[config.mk]
export PLATFORM = sky130hd
export DESIGN_NAME = icache_fill
export DESIGN_NICKNAME = d
export VERILOG_FILES = /design/src/rtl/icache_fill.sv
export SDC_FILE = /design/constraint.sdc
export NUM_CORES = 1
export LEC_CHECK = 0
export CAP_MARGIN = 20
export CORE_ASPECT_RATIO = 0.8
export CORE_UTILIZATION = 45
export DETAILED_ROUTE_END_ITERATION = 16
export HOLD_SLACK_MARGIN = 0.03
export MAX_ROUTING_LAYER = met4
export PLACE_DENSITY_LB_ADDON = 0.05
export SYNTH_ARGS = -nofsm -noshare
export SYNTH_HDL_FRONTEND = slang
export SYNTH_SLANG_ARGS = --single-unit
[constraint.sdc]
create_clock -name CLK -period 21.6 [get_ports CLK]
set_input_delay 3.24 -clock CLK [delete_from_list [all_inputs] [get_ports CLK]]
set_output_delay 3.24 -clock CLK [all_outputs]
set_load 0.01 [all_outputs]
[src/rtl/icache_fill.sv]
// Direct-mapped, read-only instruction cache with 2-word lines.
// Hits are combinational; a miss runs a two-beat fill from memory before the retry hits.
module icache_fill #(
  parameter int NSETS  = 16,
  parameter int WORD_W = 32
) (
  input  logic              CLK,
  input  logic              nRST,
  input  logic              imemREN,
  input  logic [31:0]       imemaddr,
  output logic              ihit,
  output logic [WORD_W-1:0] imemload,
  output logic              iREN,
  output logic [31:0]       iaddr,
  input  logic              iwait,
  input  logic [WORD_W-1:0] iload
);

  localparam int IW = $clog2(NSETS);
  localparam int TW = 29 - IW;

  localparam logic [1:0] S_IDLE  = 2'd0;
  localparam logic [1:0] S_FILL0 = 2'd1;
  localparam logic [1:0] S_FILL1 = 2'd2;

  logic [1:0]        r_state;
  logic [1:0]        w_state_nxt;
  logic [NSETS-1:0]  r_valid;
  logic [TW-1:0]     r_tag   [NSETS];
  logic [WORD_W-1:0] r_data0 [NSETS];
  logic [WORD_W-1:0] r_data1 [NSETS];
  logic [WORD_W-1:0] r_buf0;
  logic [28:0]       r_miss_addr;

  logic [TW-1:0]     w_tag;
  logic [IW-1:0]     w_idx;
  logic              w_woff;
  logic              w_hit;
  logic              w_miss;
  logic              w_beat0_done;
  logic              w_fill_done;
  logic [IW-1:0]     w_fill_idx;
  logic [TW-1:0]     w_fill_tag;
  logic              w_unused_bits;

  assign w_tag         = imemaddr[31:IW+3];
  assign w_idx         = imemaddr[IW+2:3];
  assign w_woff        = imemaddr[2];
  assign w_unused_bits = ^imemaddr[1:0];

  assign w_fill_idx = r_miss_addr[IW-1:0];
  assign w_fill_tag = r_miss_addr[28:IW];

  // Lookup is only meaningful in IDLE: no hit-under-miss.
  assign w_hit  = (r_state == S_IDLE) && imemREN && r_valid[w_idx]
                  && (r_tag[w_idx] == w_tag);
  assign w_miss = (r_state == S_IDLE) && imemREN && !w_hit;

  assign w_beat0_done = (r_state == S_FILL0) && !iwait;
  assign w_fill_done  = (r_state == S_FILL1) && !iwait;

  assign ihit = w_hit;

  always_comb begin
    imemload = '0;
    if (w_hit) begin
      imemload = w_woff ? r_data1[w_idx] : r_data0[w_idx];
    end
  end

  always_comb begin
    iREN  = 1'b0;
    iaddr = '0;
    case (r_state)
      S_FILL0: begin
        iREN  = 1'b1;
        iaddr = {r_miss_addr, 3'b000};
      end
      S_FILL1: begin
        iREN  = 1'b1;
        iaddr = {r_miss_addr, 3'b100};
      end
      default: begin
        iREN  = 1'b0;
        iaddr = '0;
      end
    endcase
  end

  always_comb begin
    w_state_nxt = r_state;
    case (r_state)
      S_IDLE:  if (w_miss)       w_state_nxt = S_FILL0;
      S_FILL0: if (w_beat0_done) w_state_nxt = S_FILL1;
      S_FILL1: if (w_fill_done)  w_state_nxt = S_IDLE;
      default:                   w_state_nxt = S_IDLE;
    endcase
  end

  // Control state: a reset mid-fill abandons the fill and leaves the set invalid.
  always_ff @(posedge CLK or negedge nRST) begin
    if (!nRST) begin
      r_state     <= S_IDLE;
      r_valid     <= '0;
      r_buf0      <= '0;
      r_miss_addr <= '0;
    end else begin
      r_state <= w_state_nxt;
      if (w_miss) begin
        r_miss_addr <= imemaddr[31:3];
      end
      if (w_beat0_done) begin
        r_buf0 <= iload;
      end
      if (w_fill_done) begin
        r_valid[w_fill_idx] <= 1'b1;
      end
    end
  end

  // Tag and data arrays carry no reset; valid alone qualifies them.
  always_ff @(posedge CLK) begin
    if (w_fill_done) begin
      r_tag[w_fill_idx]   <= w_fill_tag;
      r_data0[w_fill_idx] <= r_buf0;
      r_data1[w_fill_idx] <= iload;
    end
  end

endmodule

* After elaboration in Yosys (flattened, before gate mapping)
Memory sizes are Yosys's and may differ from the RTL's. Cells that the tools add are included.
Word-level totals: input bits 68, RAM bits 1424, word-level logic and storage cells 43, register bits after elaboration 79, memories kept 3
Memories:
- r_data0 | words 16, bits a word 32, read ports 1, clocked after Yosys merged registers in 0, write ports 1, line 30 | logic [WORD_W-1:0] r_data0 [NSETS];
- r_data1 | words 16, bits a word 32, read ports 1, clocked after Yosys merged registers in 0, write ports 1, line 31 | logic [WORD_W-1:0] r_data1 [NSETS];
- r_tag | words 16, bits a word 25, read ports 1, clocked after Yosys merged registers in 0, write ports 1, line 29 | logic [TW-1:0] r_tag [NSETS];
Cells by class: reductions and logical operators 12, mux-type cells 14, bitwise gates (word level) 1, order comparisons 3, equal/unequal tests 6
Operators by type and width (count):
- 32-bit two-way mux | 2
- 32-bit one-hot mux with 2 select lines | 1
- 25-bit equality test | 1
- 16-bit OR | 1
- 4-bit by 5-bit < comparator with 1-bit output, second input constant | 2
- 1-bit logical AND | 7
- 2-bit two-way mux | 3
- 2-bit inequality test, second input constant | 3
- 2-bit one-hot mux with 3 select lines | 1
- 1-bit two-way mux | 5
- 1-bit binary-select mux with 4-bit select | 1
- 1-bit demux with 4-bit select | 1
- 4-bit by 1-bit greater-or-equal comparator with 1-bit output, second input constant | 1
- 3-bit AND reduction | 1
- 2-bit by 1-bit equality test with 1-bit output, second input constant | 1
- 2-bit equality test, second input constant | 1
- 1-bit zero test | 2
- 2-bit zero test | 1
- 2-bit OR reduction | 1

* Logic depth before layout (Yosys ltp)
Gate-level depths: netlist of the first run.
word-level depth 8, depth in mapped cells 14, mapped depth without buffers 9

* Worst setup path before layout of the first run
No wires, ideal clock.
kind input to register, start point input iwait, end point register r_valid[0], path slack 11066 ps, stages 4, path buffers 0, arrival time 10431 ps, required time 21497 ps, cells stage by stage nand2b_1 or3_1 nor3_1 or2_2
On the way: longest elaborated chain between the ends 2
Ends and longest elaborated chain:
- start, declared | line 15 | input logic iwait,
- 1-bit zero test | line 60 | assign w_fill_done = (r_state == S_FILL1) && !iwait;
- 1-bit logical AND | line 60
- end signal, assigned | line 104 | r_valid <= '0;
- end signal, assigned by index | line 116 | r_valid[w_fill_idx] <= 1'b1;
- end, declared | line 28 | logic [NSETS-1:0] r_valid;
Every way passes these cells. A chain may end at the register's enable or synchronous reset.

* Final worst setup path of the first run
start point input imemaddr[4], end point output imemload[1]
On the way: longest elaborated chain between the ends 5, elaborated cells on any way between the ends 10, classes of those cells eq/ne (1); mux (4); reduce/logical (2); memory (3)
Ends and longest elaborated chain:
- start, declared | line 10 | input logic [31:0] imemaddr,
- parallel branches: the longest is 4 deep, another holds memory read 16 x 25 bit
- 32-bit two-way mux (*) | line 66 | if (w_hit) begin
- end, declared | line 12 | output logic [WORD_W-1:0] imemload,
Mark *: on every way between the ends. The select of a mux whose other input is x is not followed.

==> results.json, run 1 <==
{
  "synth.avg_cell_area_um2": 23.01,
  "cts_max_path_buffers": 3,
  "p_sw_mw": 1.679,
  "fmax_mhz": 74.85,
  "slew_headroom": 0.2676,
  "postCtsSetupBuffers": 0,
  "finalSetupTns_ps": 0,
  "power.total_mw": 7.170,
  "nets": 2800,
  "use_met2": 0.3578,
  "finalWirelength_um": 137000,
  "rows": 117,
  "clk_pin_slew_ps": 60,
  "min_period_over_period": 0.6185,
  "num_io_pins": 134,
  "wl_per_cell_um": 29.91,
  "num_vias": 26370,
  "synth.distinct_cells": 58,
  "drive_above_1_share": 0.2781,
  "layout_commonest_cell": "edfxtp_1",
  "required_ps": 18360,
  "ys_async_sr_fraction": 0.05256,
  "fp.dieArea_um2": 130200,
  "power_frac_clock": 0.375,
  "hold_viol": 0,
  "port_buffers": 129,
  "grt_busiest_layer": "met2",
  "synth_edf_count": 1424,
  "ys_seq_area_frac": 0.7719,
  "grt_use_met1": 0.2992,
  "area_growth_pct": 14.96,
  "synth-main-ff-cell": "edfxtp_1",
  "ir_drop_uv": 84.41,
  "arrival_ps": 10120,
  "cp-end-kind": "primary output",
  "clk_latency_ps": 770,
  "synth_cells": 2519,
  "cts_buffers": 151,
  "initial_core_util": 0.4545,
  "status": "finished clean",
  "tightest_slew_ps": 1096,
  "multi_input_area_um2": 12700,
  "drv_slew": 0,
  "p_int_mw": 5.491,
  "antenna_found_initial": 3,
  "cts-root-buf": "clkbuf_16",
  "grt_overflow": 0,
  "die_x_um": 403.2,
  "gp_congestion": 0.7374,
  "vias_per_cell": 5.756,
  "setup_viol": 0,
  "cts.sinks": 1503,
  "hpwl_um": 65390,
  "grt_setup_unrepaired": "false",
  "n_fill_cell": 9860,
  "ctsHoldBuffers": 0,
  "drv_cap": 0,
  "cellPowerDensity_nw_per_um2": 107.6,
  "core_um2": 127500,
  "grt_first_pass_wirelength_um": 198700,
  "fin_crit_ps": 13360,
  "drt-pass1-iter-count": 7,
  "ys_seq_elements": 1503,
  "drc_errors": 0,
  "die-height_um": 323.0,
  "grt_max_degree": 93,
  "cp_max_fo": 92,
  "detail-route-antenna-nets": 0,
  "p_leak_nw": 21.12,
  "drt_iter0_drc": 2055,
  "combPwrFrac": 0.083,
  "grt.total_usage": 0.2218,
  "use_met3": 0.03243,
  "grt_pass1_vias": 28100,
  "cts_tree": "yes",
  "ys.warnings.count": 0,
  "htreeDepth": 4,
  "power.share.sequential": 0.542,
  "syn_area_um2": 57960,
  "cts_resized": 0,
  "worst_setup_path_start_kind": "primary input",
  "switching_share": 0.2341,
  "crit_type": "primary input to primary output",
  "layout_common_cells": "edfxtp_1, mux4_2, clkbuf_16, clkdlybuf4s50_1, dfrtp_1",
  "finClkSkew_ps": 22.61,
  "seq_area_um2": 44740,
  "min_path_type": "register to register"
}
[synth_stat cells, types with 5 or more instances]
master,n,area [µm²]
a21oi_1,38,190.2
a22oi_1,17,127.6
and2_1,31,193.9
buf_1,33,123.9
buf_2,43,215.2
buf_4,9,67.56
buf_6,6,67.56
clkbuf_1,40,150.1
dfrtp_1,79,1977
edfxtp_1,1424,42760
ha_1,6,75.07
mux2_2,59,664.4
mux2_4,10,150.1
mux2i_1,63,630.6
mux4_2,401,9031
nand2_1,78,292.8
nand2b_1,5,31.28
nand3_1,8,40.04
nor2_1,20,75.07
nor2b_1,8,50.05
nor3_1,7,35.03
o21ai_0,14,70.07
or2_2,17,106.4
xnor2_1,21,183.9
xor2_1,13,113.9
[cell families (layout without fill, tap and decap cells)]
group | Yosys count | after routing | synth area share
flops | 1503 | 1503 | 0.7719
mux | 537 | 537 | 0.1815
simple gates | 191 | 191 | 0.01664
buf+inv | 139 | 470 | 0.01151
compound gates | 108 | 108 | 0.01187
xor+xnor | 34 | 34 | 0.005138
fa+ha+maj | 6 | 6 | 0.001295
other cells | 1 | 7 | 0.00006470
[flip-flops by register name, summed over array words and instances (netlist names)]
signal,flops
r_data0,512
r_state,2
r_buf0,32
r_valid,16
r_miss_addr,29
r_tag,400
r_data1,512
[layer usage]
metal  wire (µm)  vias up
met3        6086      174
met5           0        -
li1            -    11070
met4        2417        0
met1       60130    14480
met2       68400      648
[path summary, 6_finish.rpt]
check,start,to,slack [ps],cells after the start
max reg2reg,r_tag[7][24],r_miss_addr[22],17240,8
min,r_valid[15],r_valid[15],460,1
min in group asynchronous,nRST,r_buf0[17],2470,1
min reg2reg,r_valid[15],r_valid[15],460,1
max,imemaddr[4],imemload[1],8240,14
max in group asynchronous,nRST,r_miss_addr[24],17640,2
[final cells by class]
cell class	instances	area share
Antenna cell	5	0.0001878
Clock buffer	205	0.06346
Clock inverter	73	0.01322
Inverter	6	0.0003380
Multi-Input combinational cell	878	0.1906
Sequential cell	1503	0.6715
Tap cell	1725	0.03239
Timing Repair Buffer	186	0.02832
[per-stage QoR]
stage | cells | util | hold slack (ps) | worst slack [ps] | cell area [µm²]
finish | 4581 | 0.5225 | 464.3 | 8241 | 66630
global route | 4579 | 0.5225 | 472.2 | 7810 | 66620
CTS | 4574 | 0.5220 | 464.8 | 7959 | 66560
global placement | 4293 | 0.4814 | 446.5 | 7945 | 61380
floorplan | 2520 | - | 433.7 | 11070 | 57960
detailed placement | 4296 | 0.4819 | 449.7 | 7960 | 61450
[worst max-delay path, stage by stage]
cell and delay (ps):
buf_8 540, buf_4 640, buf_4 840, buf_4 930, mux4_2 600, mux2i_1 160, xnor2_1 90, mux2i_1 250
o2111ai_1 280, nor4_4 400, nand3_4 280, buf_4 480, a21oi_1 560, clkdlybuf4s50_1 660
[power groups by stage]
stage / Clock [mW] / Sequential, mW / Combinational [mW]
final: 2.69 / 3.89 / 0.595
after global routing: 2.85 / 3.92 / 0.639
after CTS: 2.75 / 3.88 / 0.609
after detailed placement: 0 / 3.95 / 0.607
after global placement: 0 / 3.91 / 0.599
after floorplan: 0 / 3.84 / 0.371
Power figures use the tool's default switching activity.
==> inputs of run 2 (changes only) <==
- clock period: 21.6 -> 14 ns (I/O delays scaled with it)
==> run 2 against run 1 <==
Net effect:
- hold slack worse by 2.3 ps
- non-clock buffer count up 8
- critical path depth decreased by 2
- cell area is 0.30% lower
- sequential cell count unchanged
- sequential power is 54% higher
- critical endpoint unchanged
- global-route usage rose by 0.58 points
- core utilization decreased by 0.16 points
- wire length is 2.2% higher
- sequential share of layout area is 0.20 points higher
- final cell count up 0.15%
- power increased by 52%
- largest power group unchanged
==> results.json, run 2 (synthesized netlist as in run 1, its figures left out) <==
{
  "cts_tree": "yes",
  "die-height_um": 323.0,
  "use_met3": 0.03075,
  "reg_top3": "r_data0: 512 flops, r_data1: 512 flops, r_tag: 400 flops",
  "die_x_um": 403.2,
  "layout.cells.non_filler": 4588,
  "slew_headroom": 0.2653,
  "min_period_over_period": 0.7157,
  "clk_pin_slew_ps": 60,
  "setup_slack_ps": 3981,
  "dpl_worst_slack_ps": 3729,
  "detail-route-antenna-nets": 0,
  "cts-root-buf": "clkbuf_16",
  "crit_type": "primary input to primary output",
  "nets": 2808,
  "vias_per_cell": 5.776,
  "hpwl_um": 70310,
  "drv_cap": 0,
  "initial_core_util": 0.4545,
  "worst_setup_path_start_kind": "primary input",
  "min_path_type": "register to register",
  "n_fill_cell": 9914,
  "reg2reg_depth": 8,
  "grt_max_degree": 101,
  "grt_first_pass_wirelength_um": 204100,
  "core_um2": 127500,
  "hold_viol": 0,
  "status": "finished clean",
  "cp-end-kind": "primary output",
  "fin_crit_ps": 10020,
  "postCtsSetupBuffers": 0,
  "startpoint": "imemaddr[3]",
  "ir_drop_uv": 114.4,
  "r2r-start": "r_tag[2][24]",
  "num_io_pins": 134,
  "drt_iter0_drc": 2301,
  "p_leak_nw": 21.08,
  "grt_busiest_layer": "met2",
  "port_buffers": 129,
  "cellPowerDensity_nw_per_um2": 164.1,
  "wl_per_cell_um": 30.52,
  "area_growth_pct": 14.62,
  "cp_max_fo": 72,
  "layout_commonest_cell": "edfxtp_1",
  "reg2reg_slack_ps": 9750,
  "power.total_mw": 10.90,
  "drc_errors": 0,
  "grt_use_met1": 0.3156,
  "grt.total_usage": 0.2276,
  "gp_congestion": 0.7709,
  "drv_slew": 0,
  "fp.dieArea_um2": 130200,
  "antenna_found_initial": 7,
  "grt_setup_unrepaired": "false",
  "grt_pass1_vias": 28480,
  "cts.sinks": 1503,
  "grt_overflow": 0,
  "finalSetupTns_ps": 0,
  "cts_resized": 0,
  "hold_path_startpoint": "r_valid[4]",
  "drive_above_1_share": 0.2795,
  "rr_endpoint": "r_miss_addr[23]",
  "use_met2": 0.3593,
  "rows": 117,
  "arrival_ps": 7920,
  "cts_buffers": 151,
  "finalWirelength_um": 140000,
  "fmax_mhz": 99.81,
  "finClkSkew_ps": 23.87,
  "num_vias": 26500,
  "setup_viol": 0,
  "clk_latency_ps": 790,
  "cts_max_path_buffers": 3,
  "endpoint": "imemload[1]",
  "ctsHoldBuffers": 0,
  "dp_cells": 4302,
  "required_ps": 11900,
  "layout_common_cells": "edfxtp_1, mux4_2, clkbuf_16, clkdlybuf4s50_1, dfrtp_1",
  "tightest_slew_ps": 1102,
  "htreeDepth": 4,
  "drt-pass1-iter-count": 5
}
## run 2: critical path, stage by stage
cell	delay (ps)
buf_8	630
buf_4	680
mux4_2	600
mux2i_1	170
xor2_1	290
nand4_1	150
a22oi_1	190
nor4b_2	880
nand3_4	550
buf_4	480
a21oi_1	410
clkdlybuf4s50_1	630
## run 2: worst min-delay path by stage
stage	depth (start not counted)	slack, ps	to
after floorplan	1	430	r_valid[12]
after global placement	1	450	r_valid[9]
after detailed placement	1	450	r_valid[7]
after CTS	1	470	r_valid[13]
after global routing	1	480	r_valid[1]
final	1	460	r_valid[4]
## run 2: metrics by stage
stage	instance area [µm²]	utilization	hold slack (ps)
after floorplan	57960	-	433.7
after global placement	61370	0.4813	446.3
after detailed placement	61430	0.4818	447.1
final	66430	0.5210	462.0
after CTS	66310	0.5200	466.9
after global routing	66420	0.5209	475.2
## run 2: cell type report
cell class              count  area (µm²)  share of cell area
flip-flops and latches   1503       44740              0.6735
multi-input cells         878       12700              0.1912
clock buffers             213        4290             0.06459
well taps                1725        2158             0.03249
repair buffers            194        1919             0.02889
clock inverters            65       588.1            0.008853
inverters                   6       22.52           0.0003390
diodes                      4       10.01           0.0001507
## run 2: where the power goes
group | internal, mW | switching, mW
Combinational | 0.436 | 0.489
Clock | 2.31 | 1.67
Sequential | 5.57 | 0.430
## run 2: metal layers
metal,up-vias,wire length [µm]
met3,175,6526
li1,11070,-
met4,0,2377
met1,14600,62610
met2,657,68520
met5,-,0
